[config.mk]
export PLATFORM = sky130hd
export DESIGN_NAME = fifo_loader
export DESIGN_NICKNAME = d
export VERILOG_FILES = /design/src/rtl/fifo_loader_pkg.sv /design/src/rtl/fifo_loader.sv
export SDC_FILE = /design/constraint.sdc
export NUM_CORES = 1
export LEC_CHECK = 0
export CAP_MARGIN = 20
export CORE_MARGIN = 3
export CORE_UTILIZATION = 37
export DETAILED_ROUTE_END_ITERATION = 7
export GPL_TIMING_DRIVEN = 0
export PLACE_DENSITY = 0.95
export RECOVER_POWER = 100
export SLEW_MARGIN = 15
export SYNTH_ARGS = -nofsm -noshare
export SYNTH_HDL_FRONTEND = slang
export SYNTH_SLANG_ARGS = --single-unit
export TNS_END_PERCENT = 10
[constraint.sdc]
create_clock -name clk -period 3.5 [get_ports clk]
set_input_delay 0.7 -clock clk [delete_from_list [all_inputs] [get_ports clk]]
set_output_delay 0.7 -clock clk [all_outputs]
set_load 0.02 [all_outputs]
[src/rtl/fifo_loader_pkg.sv]
// -----------------------------------------------------------------------------
// fifo_loader_pkg
// Shared definitions for the fifo_loader block.
//   - DEFAULT_DEPTH / DEFAULT_BITS : default geometry of the attached delay fifo
//   - state_e                      : loader FSM state encoding
// -----------------------------------------------------------------------------
package fifo_loader_pkg;

    localparam int DEFAULT_DEPTH = 8;
    localparam int DEFAULT_BITS  = 64;

    // Loader FSM states; encodings are fixed so waveforms stay comparable
    // with older revisions of the block.
    typedef enum logic [1:0] {
        ST_IDLE  = 2'd0,   // nothing loaded
        ST_LOAD  = 2'd1,   // some words loaded, room for more
        ST_FULL  = 2'd2,   // DEPTH words loaded, input closed
        ST_DRAIN = 2'd3    // shifting the delay fifo out
    } state_e;

endpackage : fifo_loader_pkg

[src/rtl/fifo_loader.sv]
// -----------------------------------------------------------------------------
// fifo_loader
// Loads host words into an external shift delay fifo and, on request, shifts
// the whole fifo out, presenting only the words that were actually loaded.
//
// Ports
//   clk, rst      : clock, asynchronous active-high reset
//   in_valid      : host word available on in_data
//   in_ready      : loader accepts a word this cycle (registered)
//   in_data       : host write word
//   start_drain   : single-cycle request to shift all loaded words out
//   fifo_en       : shift enable to the delay fifo (combinational)
//   fifo_d        : word shifted into the delay fifo (combinational)
//   fifo_q        : oldest entry of the delay fifo
//   out_valid     : out_data holds a loaded word (no backpressure)
//   out_data      : drained word
//   loaded        : DEPTH words held, input closed
//   busy          : drain in progress
// -----------------------------------------------------------------------------
module fifo_loader
    import fifo_loader_pkg::*;
#(
    parameter int DEPTH = DEFAULT_DEPTH,
    parameter int BITS  = DEFAULT_BITS
) (
    input  logic            clk,
    input  logic            rst,
    input  logic            in_valid,
    output logic            in_ready,
    input  logic [BITS-1:0] in_data,
    input  logic            start_drain,
    output logic            fifo_en,
    output logic [BITS-1:0] fifo_d,
    input  logic [BITS-1:0] fifo_q,
    output logic            out_valid,
    output logic [BITS-1:0] out_data,
    output logic            loaded,
    output logic            busy
);

    localparam int CW = $clog2(DEPTH + 1);
    localparam int IW = $clog2(DEPTH);

    localparam logic [CW-1:0] CNT_LAST = CW'(DEPTH - 1);
    localparam logic [IW-1:0] IDX_LAST = IW'(DEPTH - 1);
    localparam logic [CW:0]   DEPTH_X  = (CW + 1)'(DEPTH);

    state_e          state_q,     state_d;
    logic [CW-1:0]   count_q,     count_d;
    logic [IW-1:0]   idx_q,       idx_d;
    logic            in_ready_q,  in_ready_d;
    logic            out_valid_q, out_valid_d;
    logic [BITS-1:0] out_data_q,  out_data_d;

    logic            handshake_s;
    logic            draining_s;
    logic            keep_s;
    logic [CW:0]     pos_sum_s;

    assign handshake_s = in_valid & in_ready_q;
    assign draining_s  = (state_q == ST_DRAIN);

    // The fifo holds DEPTH-count stale/zero entries ahead of the loaded words,
    // so drain shift k carries a loaded word exactly when k + count >= DEPTH.
    assign pos_sum_s = {1'b0, count_q} + (CW + 1)'(idx_q);
    assign keep_s    = (pos_sum_s >= DEPTH_X);

    // Next-state, count and drain-index computation.
    always_comb begin
        state_d = state_q;
        count_d = count_q;
        idx_d   = idx_q;
        case (state_q)
            ST_IDLE: begin
                if (handshake_s) begin
                    state_d = ST_LOAD;
                    count_d = count_q + CW'(1);
                end else begin
                    state_d = ST_IDLE;
                end
            end
            ST_LOAD: begin
                if (handshake_s) begin
                    count_d = count_q + CW'(1);
                end else begin
                    count_d = count_q;
                end
                // A drain request wins over filling up: the word taken in the
                // same cycle is already counted and is drained with the rest.
                if (start_drain) begin
                    state_d = ST_DRAIN;
                    idx_d   = {IW{1'b0}};
                end else if (handshake_s && (count_q == CNT_LAST)) begin
                    state_d = ST_FULL;
                end else begin
                    state_d = ST_LOAD;
                end
            end
            ST_FULL: begin
                if (start_drain) begin
                    state_d = ST_DRAIN;
                    idx_d   = {IW{1'b0}};
                end else begin
                    state_d = ST_FULL;
                end
            end
            ST_DRAIN: begin
                if (idx_q == IDX_LAST) begin
                    state_d = ST_IDLE;
                    count_d = {CW{1'b0}};
                    idx_d   = {IW{1'b0}};
                end else begin
                    state_d = ST_DRAIN;
                    idx_d   = idx_q + IW'(1);
                end
            end
            default: begin
                state_d = ST_IDLE;
                count_d = {CW{1'b0}};
                idx_d   = {IW{1'b0}};
            end
        endcase
    end

    // Ready and output-capture next values. in_ready is a flop so that it
    // stays low while rst is held and rises on the first edge after release.
    always_comb begin
        in_ready_d  = (state_d == ST_IDLE) || (state_d == ST_LOAD);
        out_valid_d = draining_s & keep_s;
        if (draining_s) begin
            out_data_d = fifo_q;
        end else begin
            out_data_d = out_data_q;
        end
    end

    // Shift interface to the delay fifo: host word on a handshake, zero
    // padding during drain.
    always_comb begin
        fifo_en = handshake_s | draining_s;
        if (handshake_s) begin
            fifo_d = in_data;
        end else begin
            fifo_d = {BITS{1'b0}};
        end
    end

    // State and output registers.
    always_ff @(posedge clk or posedge rst) begin
        if (rst) begin
            state_q     <= ST_IDLE;
            count_q     <= {CW{1'b0}};
            idx_q       <= {IW{1'b0}};
            in_ready_q  <= 1'b0;
            out_valid_q <= 1'b0;
            out_data_q  <= {BITS{1'b0}};
        end else begin
            state_q     <= state_d;
            count_q     <= count_d;
            idx_q       <= idx_d;
            in_ready_q  <= in_ready_d;
            out_valid_q <= out_valid_d;
            out_data_q  <= out_data_d;
        end
    end

    assign in_ready  = in_ready_q;
    assign out_valid = out_valid_q;
    assign out_data  = out_data_q;
    assign loaded    = (state_q == ST_FULL);
    assign busy      = draining_s;

endmodule : fifo_loader

Word level (Yosys, flattened, before mapping)
Index checks and enable logic that the tools add are counted.
Widths: inputs -> output; s select.
{ "op_classes": {"mul": 0, "reduce_logical": 10, "shift": 0, "add_sub_neg": 3, "div": 0, "muxes": 13, "order_cmp": 1, "n_bitwise": 3, "eq_ne": 9} }
{ "op_table": {"columns": ["op", "n"], "rows": [
  ["$mux 64", 1],
  ["$mux 4", 2],
  ["$pmux 2 s4", 1],
  ["$pmux 4 s2", 1],
  ["$mux 2", 3],
  ["$mux 3", 2],
  ["$ne 2x1->1 const B", 3],
  ["$pmux 3 s2", 1],
  ["$add 4x3->5", 1],
  ["$ge 5x4->1 const B", 1],
  ["$add 4x1->4 const B", 1],
  ["$eq 2x1->1 const B", 2],
  ["$eq 2x2->1 const B", 2],
  ["$eq 4x3->1 const B", 1],
  ["$logic_not 2->1", 2],
  ["$reduce_bool 2->1", 2],
  ["$reduce_or 2->1", 2],
  ["$add 3x1->3 const B", 1],
  ["$eq 3x3->1 const B", 1],
  ["$reduce_and 3->1", 1],
  ["$and 1x1->1", 2],
  ["$mux 1", 2],
  ["$reduce_and 2->1", 1],
  ["$logic_and 1x1->1", 1],
  ["2 further kinds", 2]
]} }
{ "totals": {"input_bits": 132, "mem_bits_ro": 0, "wordCells": 45, "reg_bits": 75, "ramBits": 0, "memories": 0, "output_inout_bits": 133, "latch_bits": 0} }

Logic depth before layout (Yosys ltp)
{ "logic_depth": {"depth_word": 7, "mapped_depth": 5, "mapped_depth_nobuf": 5} }

Least setup slack after synthesis
No wires, ideal clock.
{ "synth_path": {"path_type": "input to output", "startpoint": "in in_valid", "endpoint": "out fifo_d[10]", "required_ns": 2.800, "setup_slack_ns": 1.385, "path_stages": 3, "arrival_ns": 1.415, "path_cell_list": "clkbuf_1 > clkbuf_1 > and3_1"} }
{ "synth_via": {"elab_chain_cells": 2} }
{ "synth_rtl": {"columns": ["element", "line", "source"], "rows": [
  ["start: declaration", "fifo_loader.sv:28", "input logic in_valid,"],
  ["$and 1x1->1", "fifo_loader.sv:60", "assign handshake_s = in_valid & in_ready_q;"],
  ["$mux 64", "fifo_loader.sv:141", "if (handshake_s) begin"],
  ["end: declaration", "fifo_loader.sv:33", "output logic [BITS-1:0] fifo_d,"]
]} }
Every way passes these cells.

Worst setup path in the final report
{ "layout_path": {"startpoint": "in in_valid", "endpoint": "out fifo_d[43]"} }
The elaborated chain is that of the path after synthesis.

==> summary.txt <==
Clock network
  – Clock buffer depth: 2
  – CTS resizes: 0
  – Register clock-pin slew on the reported worst setup and hold paths: 0.08 ns
  – Total CTS buffers: 9
  – Sinks on Clock Net: 75
  – # Post-CTS Setup Buffers: 0
  – CTS tree: yes
  – # H-tree levels: 3
  – # hold bufs at CTS: 0
  – Latest clock arrival within the worst-skew pair: 0.34 ns
  – CTS root buffer: clkbuf_8

Floorplan
  – Die height: 104 um
  – Core box area: 0.00928 sq mm
  – Rows: 35
  – Die width: 104 um
  – Top Ports: 265
  – Effective utilization at floorplan: 0.383
  – Die area: 0.0108 sq mm

Placement
  – GP Congestion: 0.894
  – Detailed placer's ending HPWL: 10300 um
  – Setup WS pre-CTS: 0.0672 ns
  – Placed Cells: 677
  – Port Buf Inserts: 264

Cells and area
  – Storage cell area: 0.00188 sq mm
  – Fill cells: 657
  – Antenna Cells: 0
  – Final net count: 703
  – Area occupied by multi-input gates: 0.00155 sq mm
  – Area grow syn2layout: 85.2%
  – Final Instance Count excl. Fillers: 692
  – Layout cells sized above 1: 0.149

Timing
  – Endpoints failing setup: 0
  – Slew @ Worst Pin: 1.46 ns
  – Final period util: 0.955
  – Fin. Hold Viols: 0
  – Fmax: 299 MHz
  – Tmin final: 3.34 ns
  – Slew Limit Fails: 0
  – Final worst setup slack: 0.158 ns
  – Setup TNS: 0 ns
  – Unrepaired setup endpoints after global routing: false
  – Relative slew margins: 0.0205
  – Clk_skew: 0.0121 ns

Synth
  – Synth warn: 0
  – Sequential fraction of the synthesis area: 0.528
  – Post-Synth Adder-Cell Area: 0.0443
  – Synth Area in XOR/XNOR: 0
  – Multiplexer share of the synthesized area: 0.205
  – Synth Area in Compound Gates: 0.0401
  – Syn Std Cell Area: 0.00356 sq mm
  – Synth Area in Simple Gates: 0.147
  – Netlist cell types: 33
  – Synth Net Count: 427
  – Cells after Synth: 283
  – Seq cells post-synth: 75
  – Largest family of logic cells by synthesized area: multiplexers
  – Synth Area per Inst: 12.6 sq um

Setup path
  – Startpoint types: primary input
  – Arr. time, crit path: 2.64 ns
  – Critical Path RT: 2.80 ns
  – CP Capture Type: primary output
  – CP Class: in -> out
  – Crit-path max FO: 10

Global route
  – Largest net degree at the start of global routing: 44
  – Tot GR Track Use: 0.224
  – Initial antenna violation count: 0
  – Number of global-route vias before repair: 3546
  – GRT overflow: 0
  – Global-route wire length before repair: 19000 um

Power
  – Worst IR Drop VDD: 0.487 mV
  – Power per cell area: 769 mW/mm^2
  – Total Power Consumption: 5.06 mW
  – Leakage power: 3.03 nW

Route
  – DR vias: 3375
  – Antenna-violating nets left: 0
  – Drt drc: 0
  – First-pass DRT Iterations: 4
  – DR WL/cell: 18.1 um
  – Final wirelength: 12500 um
  – Vias per cell: 4.88
  – DR iter-0 viols: 152

Worst hold path
  – Hold WC Path Type: reg -> reg

Job
  – Max cap viols: 0

Status
  – Outcome: finished clean
-- sequential cells by signal, summed over array words and instances, names as in the netlist --
signal	count
state_q	2
idx_q	3
out_data	64
in_ready	1
count_q	4
out_valid	1
-- final timing paths --
path | start | to | slack, ns | depth (start not counted)
hold / removal | out_data[48]$_DFFE_PP0P_ | out_data[48]$_DFFE_PP0P_ | 0.50 | 1
min in group asynchronous | rst | out_data[45]$_DFFE_PP0P_ | 1.15 | 2
max in group asynchronous | rst | out_data[4]$_DFFE_PP0P_ | 0.72 | 3
setup / recovery | in_valid | fifo_d[43] | 0.16 | 5
hold reg to reg | out_data[48]$_DFFE_PP0P_ | out_data[48]$_DFFE_PP0P_ | 0.50 | 1
setup reg to reg | state_q[1]$_DFF_PP0_ | out_data[47]$_DFFE_PP0P_ | 1.49 | 4
-- metal layers --
| layer | part of all wire | global-route usage | vias up | routed length (um) |
|---|---|---|---|---|
| met1 | 0.36 | 0.236 | 1634 | 4450 |
| met2 | 0.56 | 0.434 | 156 | 6970 |
| met5 | 0 | 0 | - | 0 |
| met3 | 0.074 | 0.0596 | 12 | 922 |
| met4 | 0.014 | 0.0636 | 0 | 173 |
| li1 | - | - | 1573 | - |
-- worst max-delay path, cell delays in order --
cell and delay (ns):
clkdlybuf4s50_1 0.51, clkbuf_2 0.23, clkbuf_1 0.28, and3_1 0.20, dlygate4sd3_1 0.70
-- synth_stat cells, drive strengths merged --
| library cell | count | area share |
|---|---|---|
| o211ai | 1 | 0.0021 |
| a21oi | 1 | 0.0014 |
| nor3 | 2 | 0.0028 |
| inv | 7 | 0.0074 |
| o21ai | 2 | 0.0028 |
| mux2 | 64 | 0.20 |
| nor2b | 1 | 0.0039 |
| and3 | 64 | 0.11 |
| a22oi | 1 | 0.0021 |
| clkbuf | 14 | 0.015 |
| a211oi | 2 | 0.0042 |
| nand3 | 1 | 0.0014 |
| fa | 1 | 0.0056 |
| nand2 | 3 | 0.0032 |
| a2bb2oi | 1 | 0.0025 |
| or3 | 3 | 0.0067 |
| a32o | 3 | 0.0084 |
| o41ai | 1 | 0.0025 |
| mux2i | 1 | 0.0028 |
| buf | 8 | 0.013 |
| nor4 | 1 | 0.0018 |
| ha | 11 | 0.039 |
| o221ai | 1 | 0.0025 |
| a21o | 1 | 0.0021 |
| o311a | 1 | 0.0028 |
| o31ai | 2 | 0.0042 |
| nand2b | 4 | 0.0070 |
| dfrtp | 75 | 0.53 |
| nor2 | 3 | 0.0032 |
| nand3b | 2 | 0.0042 |
| a211o | 1 | 0.0025 |
-- per-stage QoR --
| step | utilization | hold slack (ns) | area [sq um] |
|---|---|---|---|
| after global placement | 0.685 | 0.489 | 6360 |
| after global routing | 0.709 | 0.515 | 6580 |
| after detailed placement | 0.687 | 0.494 | 6380 |
| after CTS | 0.713 | 0.512 | 6620 |
| final | 0.709 | 0.503 | 6580 |
| after floorplan | - | 0.498 | 3560 |
-- where the power goes --
part | internal (mW) | switching (mW) | leakage, nW | total, mW
combinational | 1.34 | 1.37 | 2.02 | 2.72
clock | 0.473 | 0.327 | 0.120 | 0.799
sequential | 1.30 | 0.247 | 0.893 | 1.55
total | 3.12 | 1.95 | 3.03 | 5.06
-- cells by family (layout without fill, tap and decap cells) --
group	count (synthesis)	in the layout
simple gates	84	84
fa+ha+maj	12	12
mux	65	65
compound gates	18	18
flops	75	75
buf+inv	29	309
-- cell usage in the layout (no fill, tap or decap), types with 4 or more instances in the layout --
cell type	count
inv_1	6
ha_1	11
mux2_2	63
dfrtp_1	75
dlygate4sd3_1	129
clkdlybuf4s50_1	135
clkbuf_8	9
and3_1	64
clkbuf_1	19
nand2b_1	4
-- area by class of cell --
cell class,count,share of cell area
Tap cell,129,0.0245
Buffer,22,0.0131
Inverter,7,0.00418
Timing Repair Buffer,265,0.402
Clock buffer,9,0.0188
Clock inverter,6,0.0171
Multi-Input combinational cell,179,0.235
Sequential cell,75,0.285
Power figures use the tool's default switching activity.
